--- src/rtl/axis_hdr_pkg.sv ---
// Shared definitions for the AXI-Stream header inserter/stripper pair:
// FSM states and byte-enable/count conversion helpers.
package axis_hdr_pkg;

  localparam int unsigned KEEP_MAX = 64;

  typedef enum logic [1:0] {
    ST_IDLE,
    ST_HEAD,
    ST_BODY,
    ST_FLUSH
  } hdrState_t;

  function automatic int unsigned keep2cnt(input logic [KEEP_MAX-1:0] keep);
    int unsigned cnt;
    cnt = 0;
    for (int unsigned i = 0; i < KEEP_MAX; i++)
      if (keep[i]) cnt++;
    return cnt;
  endfunction

  // Byte 0 of a beat sits in the top keep bit, so MSB-aligned enables fill downward.
  function automatic logic [KEEP_MAX-1:0] cnt2keep_msb(input int unsigned cnt,
                                                        input int unsigned bytes);
    logic [KEEP_MAX-1:0] keep;
    keep = '0;
    for (int unsigned i = 0; i < KEEP_MAX; i++)
      if (i < bytes && i + cnt >= bytes) keep[i] = 1'b1;
    return keep;
  endfunction

  function automatic logic [KEEP_MAX-1:0] cnt2keep_lsb(input int unsigned cnt);
    logic [KEEP_MAX-1:0] keep;
    keep = '0;
    for (int unsigned i = 0; i < KEEP_MAX; i++)
      if (i < cnt) keep[i] = 1'b1;
    return keep;
  endfunction

endpackage

--- src/rtl/axis_byte_realign.sv ---
// Combinational merge of a partial carry beat with the next input beat:
// carry bytes stay on top, input bytes fill in below, the overflow becomes the new carry.
module axis_byte_realign
  import axis_hdr_pkg::*;
#(
  parameter int DATA_WD      = 32,
  parameter int DATA_BYTE_WD = DATA_WD / 8,
  parameter int CNT_WD       = $clog2(DATA_BYTE_WD) + 1
) (
  input  logic [DATA_WD-1:0] i_carryData,
  input  logic [CNT_WD-1:0]  i_carryCnt,
  input  logic [DATA_WD-1:0] i_beatData,
  input  logic [CNT_WD-1:0]  i_beatCnt,
  output logic [DATA_WD-1:0] o_mergedData,
  output logic [DATA_WD-1:0] o_leftData,
  output logic [CNT_WD:0]    o_totalCnt
);

  localparam logic [CNT_WD-1:0] FULL_CNT = CNT_WD'(DATA_BYTE_WD);

  logic [CNT_WD-1:0] w_takeCnt;

  assign w_takeCnt    = FULL_CNT - i_carryCnt;
  assign o_mergedData = i_carryData | (i_beatData >> {i_carryCnt, 3'b000});
  assign o_leftData   = i_beatData << {w_takeCnt, 3'b000};
  assign o_totalCnt   = {1'b0, i_carryCnt} + {1'b0, i_beatCnt};

endmodule

--- src/rtl/axi_stream_strip_header.sv ---
// Strips the first N bytes of each AXI-Stream packet onto a separate header port
// and re-packs the remaining payload into MSB-aligned beats.
module axi_stream_strip_header
  import axis_hdr_pkg::*;
#(
  parameter int DATA_WD      = 32,
  parameter int DATA_BYTE_WD = DATA_WD / 8,
  parameter int BYTE_CNT_WD  = $clog2(DATA_BYTE_WD)
) (
  input  logic                    clk,
  input  logic                    rst_n,
  input  logic                    valid_in,
  input  logic [DATA_WD-1:0]      data_in,
  input  logic [DATA_BYTE_WD-1:0] keep_in,
  input  logic                    last_in,
  output logic                    ready_in,
  input  logic                    valid_strip,
  input  logic [BYTE_CNT_WD:0]    byte_strip_cnt,
  output logic                    ready_strip,
  output logic                    valid_hdr,
  output logic [DATA_WD-1:0]      data_hdr,
  output logic [DATA_BYTE_WD-1:0] keep_hdr,
  input  logic                    ready_hdr,
  output logic                    valid_out,
  output logic [DATA_WD-1:0]      data_out,
  output logic [DATA_BYTE_WD-1:0] keep_out,
  output logic                    last_out,
  input  logic                    ready_out,
  output logic                    err_short
);

  localparam int CNT_WD = BYTE_CNT_WD + 1;
  localparam logic [CNT_WD-1:0] FULL_CNT = CNT_WD'(DATA_BYTE_WD);

  hdrState_t                 r_state;
  logic [CNT_WD-1:0]         r_stripCnt;
  logic [CNT_WD-1:0]         r_carryCnt;
  logic [DATA_WD-1:0]        r_carry;
  logic [DATA_WD-1:0]        r_dataOut;
  logic [DATA_BYTE_WD-1:0]   r_keepOut;
  logic                      r_validOut;
  logic                      r_lastOut;
  logic [DATA_WD-1:0]        r_dataHdr;
  logic [DATA_BYTE_WD-1:0]   r_keepHdr;
  logic                      r_validHdr;
  logic                      r_errShort;

  logic [DATA_WD-1:0]        w_byteMask;
  logic [DATA_WD-1:0]        w_beatData;
  logic [CNT_WD-1:0]         w_beatCnt;
  logic [CNT_WD-1:0]         w_hdrShift;
  logic                      w_accept;
  logic [DATA_WD-1:0]        w_merged;
  logic [DATA_WD-1:0]        w_left;
  logic [CNT_WD:0]           w_total;
  logic [CNT_WD-1:0]         w_leftCnt;
  logic [DATA_BYTE_WD-1:0]   w_headKeep;
  logic [DATA_BYTE_WD-1:0]   w_totalKeep;
  logic [DATA_BYTE_WD-1:0]   w_carryKeep;

  // Bytes outside keep are zeroed so they never leak into merged beats.
  for (genvar g = 0; g < DATA_BYTE_WD; g++) begin : g_mask
    assign w_byteMask[8*g +: 8] = {8{keep_in[g]}};
  end

  assign w_beatData  = data_in & w_byteMask;
  assign w_beatCnt   = CNT_WD'(keep2cnt(KEEP_MAX'(keep_in)));
  assign w_hdrShift  = FULL_CNT - r_stripCnt;
  assign w_leftCnt   = CNT_WD'(w_total - {1'b0, FULL_CNT});
  assign w_headKeep  = DATA_BYTE_WD'(cnt2keep_msb(32'(w_beatCnt - r_stripCnt), DATA_BYTE_WD));
  assign w_totalKeep = DATA_BYTE_WD'(cnt2keep_msb(32'(w_total), DATA_BYTE_WD));
  assign w_carryKeep = DATA_BYTE_WD'(cnt2keep_msb(32'(r_carryCnt), DATA_BYTE_WD));

  assign ready_in    = (r_state == ST_HEAD || r_state == ST_BODY) &&
                       (!r_validOut || ready_out) && !(r_validHdr && !ready_hdr);
  assign ready_strip = (r_state == ST_IDLE) && !r_validOut && !r_validHdr;
  assign w_accept    = valid_in && ready_in;

  axis_byte_realign #(
    .DATA_WD      (DATA_WD),
    .DATA_BYTE_WD (DATA_BYTE_WD),
    .CNT_WD       (CNT_WD)
  ) u_realign (
    .i_carryData  (r_carry),
    .i_carryCnt   (r_carryCnt),
    .i_beatData   (w_beatData),
    .i_beatCnt    (w_beatCnt),
    .o_mergedData (w_merged),
    .o_leftData   (w_left),
    .o_totalCnt   (w_total)
  );

  // Carry count in BODY stays at DW-N (0 for N=0 or N=DW, i.e. pass-through).
  always_ff @(posedge clk or negedge rst_n) begin
    if (!rst_n) begin
      r_state    <= ST_IDLE;
      r_stripCnt <= '0;
      r_carryCnt <= '0;
      r_carry    <= '0;
      r_dataOut  <= '0;
      r_keepOut  <= '0;
      r_validOut <= 1'b0;
      r_lastOut  <= 1'b0;
      r_dataHdr  <= '0;
      r_keepHdr  <= '0;
      r_validHdr <= 1'b0;
      r_errShort <= 1'b0;
    end else begin
      r_errShort <= 1'b0;
      if (r_validOut && ready_out) r_validOut <= 1'b0;
      if (r_validHdr && ready_hdr) r_validHdr <= 1'b0;
      case (r_state)
        ST_IDLE: begin
          if (valid_strip && ready_strip) begin
            r_stripCnt <= byte_strip_cnt;
            r_state    <= ST_HEAD;
          end
        end
        ST_HEAD: begin
          if (w_accept) begin
            if (r_stripCnt != '0) begin
              r_validHdr <= 1'b1;
              r_dataHdr  <= w_beatData >> {w_hdrShift, 3'b000};
              r_keepHdr  <= keep_in >> w_hdrShift;
            end
            if (last_in) begin
              r_state <= ST_IDLE;
              if (w_beatCnt < r_stripCnt) begin
                r_errShort <= 1'b1;
              end else if (w_beatCnt > r_stripCnt) begin
                r_validOut <= 1'b1;
                r_dataOut  <= w_beatData << {r_stripCnt, 3'b000};
                r_keepOut  <= w_headKeep;
                r_lastOut  <= 1'b1;
              end
            end else if (r_stripCnt == '0) begin
              r_validOut <= 1'b1;
              r_dataOut  <= w_beatData;
              r_keepOut  <= keep_in;
              r_lastOut  <= 1'b0;
              r_carry    <= '0;
              r_carryCnt <= '0;
              r_state    <= ST_BODY;
            end else begin
              r_carry    <= w_beatData << {r_stripCnt, 3'b000};
              r_carryCnt <= w_hdrShift;
              r_state    <= ST_BODY;
            end
          end
        end
        ST_BODY: begin
          if (w_accept) begin
            r_validOut <= 1'b1;
            r_dataOut  <= w_merged;
            if (last_in && w_total <= {1'b0, FULL_CNT}) begin
              r_keepOut <= w_totalKeep;
              r_lastOut <= 1'b1;
              r_state   <= ST_IDLE;
            end else begin
              r_keepOut  <= '1;
              r_lastOut  <= 1'b0;
              r_carry    <= w_left;
              r_carryCnt <= w_leftCnt;
              r_state    <= last_in ? ST_FLUSH : ST_BODY;
            end
          end
        end
        ST_FLUSH: begin
          if (!r_validOut || ready_out) begin
            r_validOut <= 1'b1;
            r_dataOut  <= r_carry;
            r_keepOut  <= w_carryKeep;
            r_lastOut  <= 1'b1;
            r_state    <= ST_IDLE;
          end
        end
        default: r_state <= ST_IDLE;
      endcase
    end
  end

  assign valid_out = r_validOut;
  assign data_out  = r_dataOut;
  assign keep_out  = r_keepOut;
  assign last_out  = r_lastOut;
  assign valid_hdr = r_validHdr;
  assign data_hdr  = r_dataHdr;
  assign keep_hdr  = r_keepHdr;
  assign err_short = r_errShort;

endmodule

--- config.mk ---
export PLATFORM = sky130hd
export DESIGN_NAME = axi_stream_strip_header
export DESIGN_NICKNAME = d
export VERILOG_FILES = /design/src/rtl/axis_hdr_pkg.sv /design/src/rtl/axis_byte_realign.sv /design/src/rtl/axi_stream_strip_header.sv
export SDC_FILE = /design/constraint.sdc
export NUM_CORES = 1
export LEC_CHECK = 0
export ABC_AREA = 1
export CAP_MARGIN = 20
export CORE_MARGIN = 2
export CORE_UTILIZATION = 30
export CTS_CLUSTER_DIAMETER = 80
export DETAILED_ROUTE_END_ITERATION = 10
export SLEW_MARGIN = 20
export SYNTH_ARGS = -nofsm -noshare
export SYNTH_HDL_FRONTEND = slang
export SYNTH_SLANG_ARGS = --single-unit
--- constraint.sdc ---
create_clock -name clk -period 3.22 [get_ports clk]
set_input_delay 0.322 -clock clk [delete_from_list [all_inputs] [get_ports clk]]
set_output_delay 0.322 -clock clk [all_outputs]
set_load 0.01 [all_outputs]
# After elaboration in Yosys (flattened, before gate mapping)
# Cells that the tools add are included.
dict set report word_totals {
  ff_bits 116
  wordCells 168
}
dict set report op_classes {
  addsub 17
  n_lt_le_gt_ge 15
  eq_ne 12
  shifts 5
  n_mux 79
  bitwise_logic 2
  reduce_logical 26
}
# cell count
set op_table {}
lappend op_table {{2-to-1 mux 32 bit} 12}
lappend op_table {{>= comparator 32 x 3 -> 1 bit, second input constant} 4}
lappend op_table {{one-hot mux 32 bit (3 select lines)} 1}
lappend op_table {{one-hot mux 32 bit (2 select lines)} 1}
lappend op_table {{left shift 32 x 6 -> 32 bit} 2}
lappend op_table {{>> shifter 32 x 6 -> 32 bit} 2}
lappend op_table {{2-to-1 mux 1 bit} 38}
lappend op_table {{AND 32 bit} 1}
lappend op_table {{2-to-1 mux 4 bit} 8}
lappend op_table {{bitwise OR 32 bit} 1}
lappend op_table {{2-to-1 mux 3 bit} 8}
lappend op_table {{>= comparator 4 x 3 -> 1 bit, second input constant} 4}
lappend op_table {{adder 2 x 4 -> 5 bit, first input constant} 3}
lappend op_table {{>= comparator 5 x 3 -> 1 bit, second input constant} 3}
lappend op_table {{2-to-1 mux 2 bit} 6}
lappend op_table {{one-hot mux 4 bit (3 select lines)} 1}
lappend op_table {{adder 3 x 4 -> 5 bit, first input constant} 2}
lappend op_table {{logical AND 1 bit} 10}
lappend op_table {{inequality test 2 bit, second input constant} 5}
lappend op_table {{adder 2 x 3 -> 4 bit, first input constant} 2}
lappend op_table {{one-hot mux 2 bit (4 select lines)} 1}
lappend op_table {{AND reduction 7 bit} 1}
lappend op_table {{adder 3 x 1 -> 3 bit, second input constant} 2}
lappend op_table {{inequality test 3 x 2 -> 1 bit, second input constant} 2}
lappend op_table {{other kinds (28)} 36}

# Depth between registers and ports, before layout
dict set report depth {
  ltp_word 16
  depth_mapped 24
  depth_no_buf 23
}

# Modules after synthesis
# From an unflattened synthesis, not the netlist that was laid out.
dict set report hier_totals {
  hier_cells 1427
  hier_area_um2 9033.7
}
# mod n_inst cells_per_inst area_each_um2 seq_area_each_um2
set modules_own_cells {}
lappend modules_own_cells {axi_stream_strip_header 1 1118 7676.1 2902.8}
lappend modules_own_cells {axis_byte_realign 1 309 1357.6 0.0}

# Least setup slack after synthesis
# Ideal clock, no wire load.
dict set report synth_timing {
  kind {input to register}
  start {in keep_in[0]}
  end {reg r_keepOut[2], in the netlist keep_out[2]}
  setup_ns 0.113
  t_arrival_ns 3.414
  t_required_ns 3.107
  setup_slack_ns -0.307
  stages 21
  n_path_buf 1
  cell_sequence {buf_2 inv_1 ha_1 xor2_1 ha_1 inv_1 o21ai_0 fa_1 inv_1 fa_1 inv_1 ha_1 nand2_1 a21oi_1 nand2_1 inv_1 nand2_1 nand2_1 nand3_1 nand2_1 inv_1}
}
dict set report synth_between {
  elab_chain_cells 16
  word_cells_on_any_way 29
}
# item line_no
set synth_lines {}
lappend synth_lines {{start: declaration} axi_stream_strip_header.sv:14} ;# input logic [DATA_BYTE_WD-1:0] keep_in,
lappend synth_lines {{2-to-1 mux 1 bit (*)} axis_hdr_pkg.sv:18} ;# if (keep[i]) cnt++;
lappend synth_lines {{adder 1 x 1 -> 2 bit} axis_hdr_pkg.sv:18}
lappend synth_lines {{2-to-1 mux 3 bit (*)} axis_hdr_pkg.sv:18}
lappend synth_lines {{adder 3 x 1 -> 3 bit} axis_hdr_pkg.sv:18}
lappend synth_lines {{2-to-1 mux 3 bit (*)} axis_hdr_pkg.sv:18}
lappend synth_lines {{adder 3 x 1 -> 3 bit} axis_hdr_pkg.sv:18}
lappend synth_lines {{2-to-1 mux 3 bit (*)} axis_hdr_pkg.sv:18}
lappend synth_lines {{subtractor 3 x 3 -> 4 bit} axi_stream_strip_header.sv:70} ;# assign w_headKeep = DATA_BYTE_WD'(cnt2keep_msb(32'(w_beatCnt - r_stripCnt), DATA_BYTE_WD));
lappend synth_lines {{adder 3 x 4 -> 5 bit} axis_hdr_pkg.sv:28} ;# if (i < bytes && i + cnt >= bytes) keep[i] = 1'b1;
lappend synth_lines {{>= comparator 32 x 3 -> 1 bit} axis_hdr_pkg.sv:28}
lappend synth_lines {{2-to-1 mux 1 bit} axis_hdr_pkg.sv:28}
lappend synth_lines {{2-to-1 mux 4 bit} axi_stream_strip_header.sv:130} ;# end else if (w_beatCnt > r_stripCnt) begin
lappend synth_lines {{2-to-1 mux 4 bit} axi_stream_strip_header.sv:128} ;# if (w_beatCnt < r_stripCnt) begin
lappend synth_lines {{2-to-1 mux 4 bit} axi_stream_strip_header.sv:126} ;# if (last_in) begin
lappend synth_lines {{2-to-1 mux 4 bit} axi_stream_strip_header.sv:120} ;# if (w_accept) begin
lappend synth_lines {{one-hot mux 4 bit (3 select lines)} axi_stream_strip_header.sv:112} ;# case (r_state)
lappend synth_lines {{end signal: assignment} axi_stream_strip_header.sv:133} ;# r_keepOut <= w_headKeep;
lappend synth_lines {{end signal: assignment} axi_stream_strip_header.sv:139} ;# r_keepOut <= keep_in;
lappend synth_lines {{end signal: assignment} axi_stream_strip_header.sv:156} ;# r_keepOut <= w_totalKeep;
lappend synth_lines {{end: declaration} axi_stream_strip_header.sv:40} ;# logic [DATA_BYTE_WD-1:0] r_keepOut;
# Mark *: on every way between the ends. The rest lies on a longest branch, timed or not. The select of a mux whose other input is x is not followed.
# A chain may end at the register's enable or synchronous reset.

# Final worst setup path
dict set report layout_timing {
  start {in keep_in[3]}
  end {reg r_keepOut[2], in the netlist keep_out[2]}
}
dict set report layout_between {
  elab_chain_cells 10
  word_cells_on_any_way 23
}
# item line_no
set layout_lines {}
lappend layout_lines {{2-to-1 mux 3 bit (*)} axis_hdr_pkg.sv:18}
lappend layout_lines {{subtractor 3 x 3 -> 4 bit} axi_stream_strip_header.sv:70}
lappend layout_lines {{adder 3 x 4 -> 5 bit} axis_hdr_pkg.sv:28}
lappend layout_lines {{>= comparator 32 x 3 -> 1 bit} axis_hdr_pkg.sv:28}
lappend layout_lines {{2-to-1 mux 1 bit} axis_hdr_pkg.sv:28}
lappend layout_lines {{2-to-1 mux 4 bit} axi_stream_strip_header.sv:130}
lappend layout_lines {{2-to-1 mux 4 bit} axi_stream_strip_header.sv:128}
lappend layout_lines {{2-to-1 mux 4 bit} axi_stream_strip_header.sv:126}
lappend layout_lines {{2-to-1 mux 4 bit} axi_stream_strip_header.sv:120}
lappend layout_lines {{one-hot mux 4 bit (3 select lines)} axi_stream_strip_header.sv:112}
# Marks and branches as above.

==> impl_metrics.env <==
export IMPL_fin_nets=1500
export IMPL_dr_first_iter_drc_count=667
export IMPL_path_max_fanout=6
export IMPL_htree_num_levels=4
export IMPL_grtUsageTotal_pct=23.9
export IMPL_arrival_ns=3.23
export IMPL_cp_required_ns=3.55
export IMPL_fill_cells=2957
export IMPL_drive_gt1_share_pct=8.96
export IMPL_syn_inst=1295
export IMPL_dp_hpwl_um=25100
export IMPL_clk_latency_ns=0.44
export IMPL_power_total_mw=10.6
export IMPL_cp_end_kind="register"
export IMPL_routedWlPerCell_um=18.7
export IMPL_post_cts_buffers=0
export IMPL_grt_pass1_wl_um=53800
export IMPL_drc_errors=0
export IMPL_fin_setup_tns_ns=0
export IMPL_final_period_utilization_pct=89.9
export IMPL_path_class="in -> reg"
export IMPL_clockBufferDepth=2
export IMPL_period_needed_ns=2.90
export IMPL_swShare_pct=46.2
export IMPL_dpl_worst_slack_ns=-0.553
export IMPL_portBuffers=123
export IMPL_power_frac_comb_pct=57.7
export IMPL_yosysSeqAreaShare_pct=34.1
export IMPL_initial_core_util_pct=30.5
export IMPL_grt_pass1_vias=9713
export IMPL_antenna_left=0
export IMPL_fin_worst_skew_ns=0.00889
export IMPL_drt_wl_total_um=34000
export IMPL_synth_top_area_share_pct=34.1
export IMPL_synth_area_um2=8510
export IMPL_power_internal_mw=5.68
export IMPL_p_leak_nw=5.48
export IMPL_area_growth_pct=29.2
export IMPL_drv_slew=0
export IMPL_cts_buffers=17
export IMPL_hold_class="in -> async"
export IMPL_seq_area_um2=2900
export IMPL_cts_root_buffer="clkbuf_16"
export IMPL_grt_max_degree=57
export IMPL_syn_num_nets=1369
export IMPL_slew_headroom_pct=39.4
export IMPL_die_x_um=172
export IMPL_multi_input_area_um2=4810
export IMPL_die_y_um=172
export IMPL_setup_ws_ns=0.324
export IMPL_synth_area_top_cells="dfrtp_1 34%, nand2_1 23%, o21ai_0 7.8%"
export IMPL_cap_violations=0
export IMPL_yosysUniqueCellTypes=42
export IMPL_overflow=0
export IMPL_fin_util_pct=39.4
export IMPL_ys_seq_elements=116
export IMPL_critPathLaunchType="primary input"
export IMPL_numClockSinks=116
export IMPL_drtPass1Iterations=7
export IMPL_yosysWarnings=0
export IMPL_fp_coreArea_um2=27900
export IMPL_rsz0062_at_grt="no"
export IMPL_pwr_density_cell_nw_per_um2=961
export IMPL_avgViaCountPerCell=5.15
export IMPL_reg2reg_depth=8
export IMPL_pin_count=124
export IMPL_p_seq_share_pct=22.9
export IMPL_p_sw_mw=4.88
export IMPL_status="finished clean"
export IMPL_yosys_area_top_type="dfrtp_1"
export IMPL_syn_avg_cell_area_um2=6.57
export IMPL_finalHoldViolCount=0
export IMPL_pwr_share_clk_pct=19.4
export IMPL_antenna_found_initial=0
export IMPL_ir_drop_v=0.000498
export IMPL_cts_tree="done"
export IMPL_tightest_slew_ns=0.908
export IMPL_die_area_um2=29700
export IMPL_n_antenna_cell=0
export IMPL_path_clk_slew_ns=0.06
export IMPL_setup_viol=0
export IMPL_num_vias=9352
export IMPL_fmax_mhz=345
export IMPL_fp_row_count=61
export IMPL_gp_congestion=0.958
state kept, by name, summed over array words and instances, names as in the netlist:
signal / flops
valid_out: 1
last_out: 1
data_out: 32
r_stripCnt: 3
data_hdr: 32
r_state: 2
keep_out: 4
err_short: 1
valid_hdr: 1
keep_hdr: 4
r_carry: 32
r_carryCnt: 3
cell usage after synthesis, drive strengths merged:
| master | n |
|---|---|
| fa | 3 |
| inv | 121 |
| or2 | 3 |
| a21oi | 63 |
| clkinv | 1 |
| a21boi | 2 |
| o211ai | 10 |
| buf | 48 |
| nand4 | 2 |
| nand2 | 512 |
| nor3b | 1 |
| a31oi | 9 |
| a2bb2oi | 8 |
| o21a | 19 |
| dfrtp | 116 |
| a22oi | 6 |
| o21bai | 8 |
| o21ai | 136 |
| and3 | 1 |
| o31ai | 10 |
| a32oi | 1 |
| clkbuf | 20 |
| nand3 | 66 |
| xnor2 | 1 |
| nor3 | 7 |
| ha | 25 |
| xor2 | 2 |
| o22ai | 18 |
| nor2 | 76 |
critical path: stages:
cell and delay (ns):
clkdlybuf4s50_1 0.66, xor2_1 0.22, inv_1 0.07, ha_1 0.19, inv_2 0.07, fa_2 0.18, inv_1 0.05, fa_2 0.58
inv_2 0.06, ha_1 0.27, nand2_1 0.06, a21oi_2 0.13, nand2_1 0.06, inv_1 0.05, nand2_1 0.04, nand2_1 0.05
nand3_1 0.08, nand2_1 0.06, inv_1 0.04
worst paths after layout:
check                                          startpoint                        to  slack [ns]
min in group clk                  data_hdr[8]$_DFFE_PN0P_   data_hdr[8]$_DFFE_PN0P_        0.47
worst max register to register  r_stripCnt[0]$_DFFE_PN0P_  data_hdr[26]$_DFFE_PN0P_        0.49
worst min register to register    data_hdr[8]$_DFFE_PN0P_   data_hdr[8]$_DFFE_PN0P_        0.47
max in group asynchronous                           rst_n  data_hdr[23]$_DFFE_PN0P_        1.97
worst min-delay path                                rst_n      last_out$_DFFE_PN0P_        0.44
worst max-delay path                           keep_in[3]   keep_out[2]$_DFFE_PN0P_        0.32
through the flow:
step / instance area (um^2) / std cells / hold WS, ns
global placement: 10400 / 1784 / 0.375
CTS: 11000 / 1817 / 0.459
global route: 11000 / 1817 / 0.481
finish: 11000 / 1817 / 0.440
floorplan: 8540 / 1295 / 0.0264
detailed placement: 10400 / 1784 / 0.374
power groups by stage:
stage | Clock, mW | Sequential, mW | Combinational (mW)
floorplan | 0 | 2.52 | 3.52
global placement | 0 | 2.44 | 5.99
detailed placement | 0 | 2.44 | 6.03
CTS | 2.07 | 2.42 | 6.07
global route | 2.14 | 2.49 | 6.78
finish | 2.05 | 2.42 | 6.09
logic make-up (layout without fill, tap and decap cells):
kind of cell               Yosys count  after routing  synth area share (%)
AOI/OAI and AO/OA                  290            290                  19.6
xor gates and xnor gates             3              3                 0.309
adders and majority gates           28             28                  4.38
buffers and inverters              190            334                  9.75
DFF                                116            116                  34.1
and+or+nand+nor                    668            668                  31.8
layer usage:
layer  vias to the layer above  routed length, um  GRT usage, %
met5                         -                  0             0
met4                         0               1890          14.1
met3                       102               1590          3.73
met2                       345              16400          40.5
met1                      4447              14100          28.6
li1                       4458                  -             -
final cells by class:
cell class	count	area share [%]
Sequential cell	116	26.4
Timing Repair Buffer	180	15.7
Clock buffer	19	4.03
Clock inverter	13	1.58
Inverter	122	4.19
Tap cell	378	4.31
Multi-Input combinational cell	989	43.7
repair_timing:
item,4_1_cts,5_1_grt
setup endpoints to repair,3,12
pin swaps,0,2
hold buffers,1,0
hold endpoints to repair,37,0
gates cloned,0,0
resized for setup,2,7
layout by cell type (no fill, tap or decap), types with 16 or more instances in the layout:
cell type	netlist	routed
clkbuf_16	0	17
a21oi_1	63	62
dfrtp_1	116	116
nor2_1	69	69
nand3_1	64	64
clkdlybuf4s50_1	0	119
inv_2	12	16
o21ai_0	132	131
nand2_1	510	510
ha_1	25	24
buf_4	6	51
o22ai_1	18	18
o21a_1	19	19
inv_1	108	104
No activity file was read; power rests on OpenSTA's default activity.
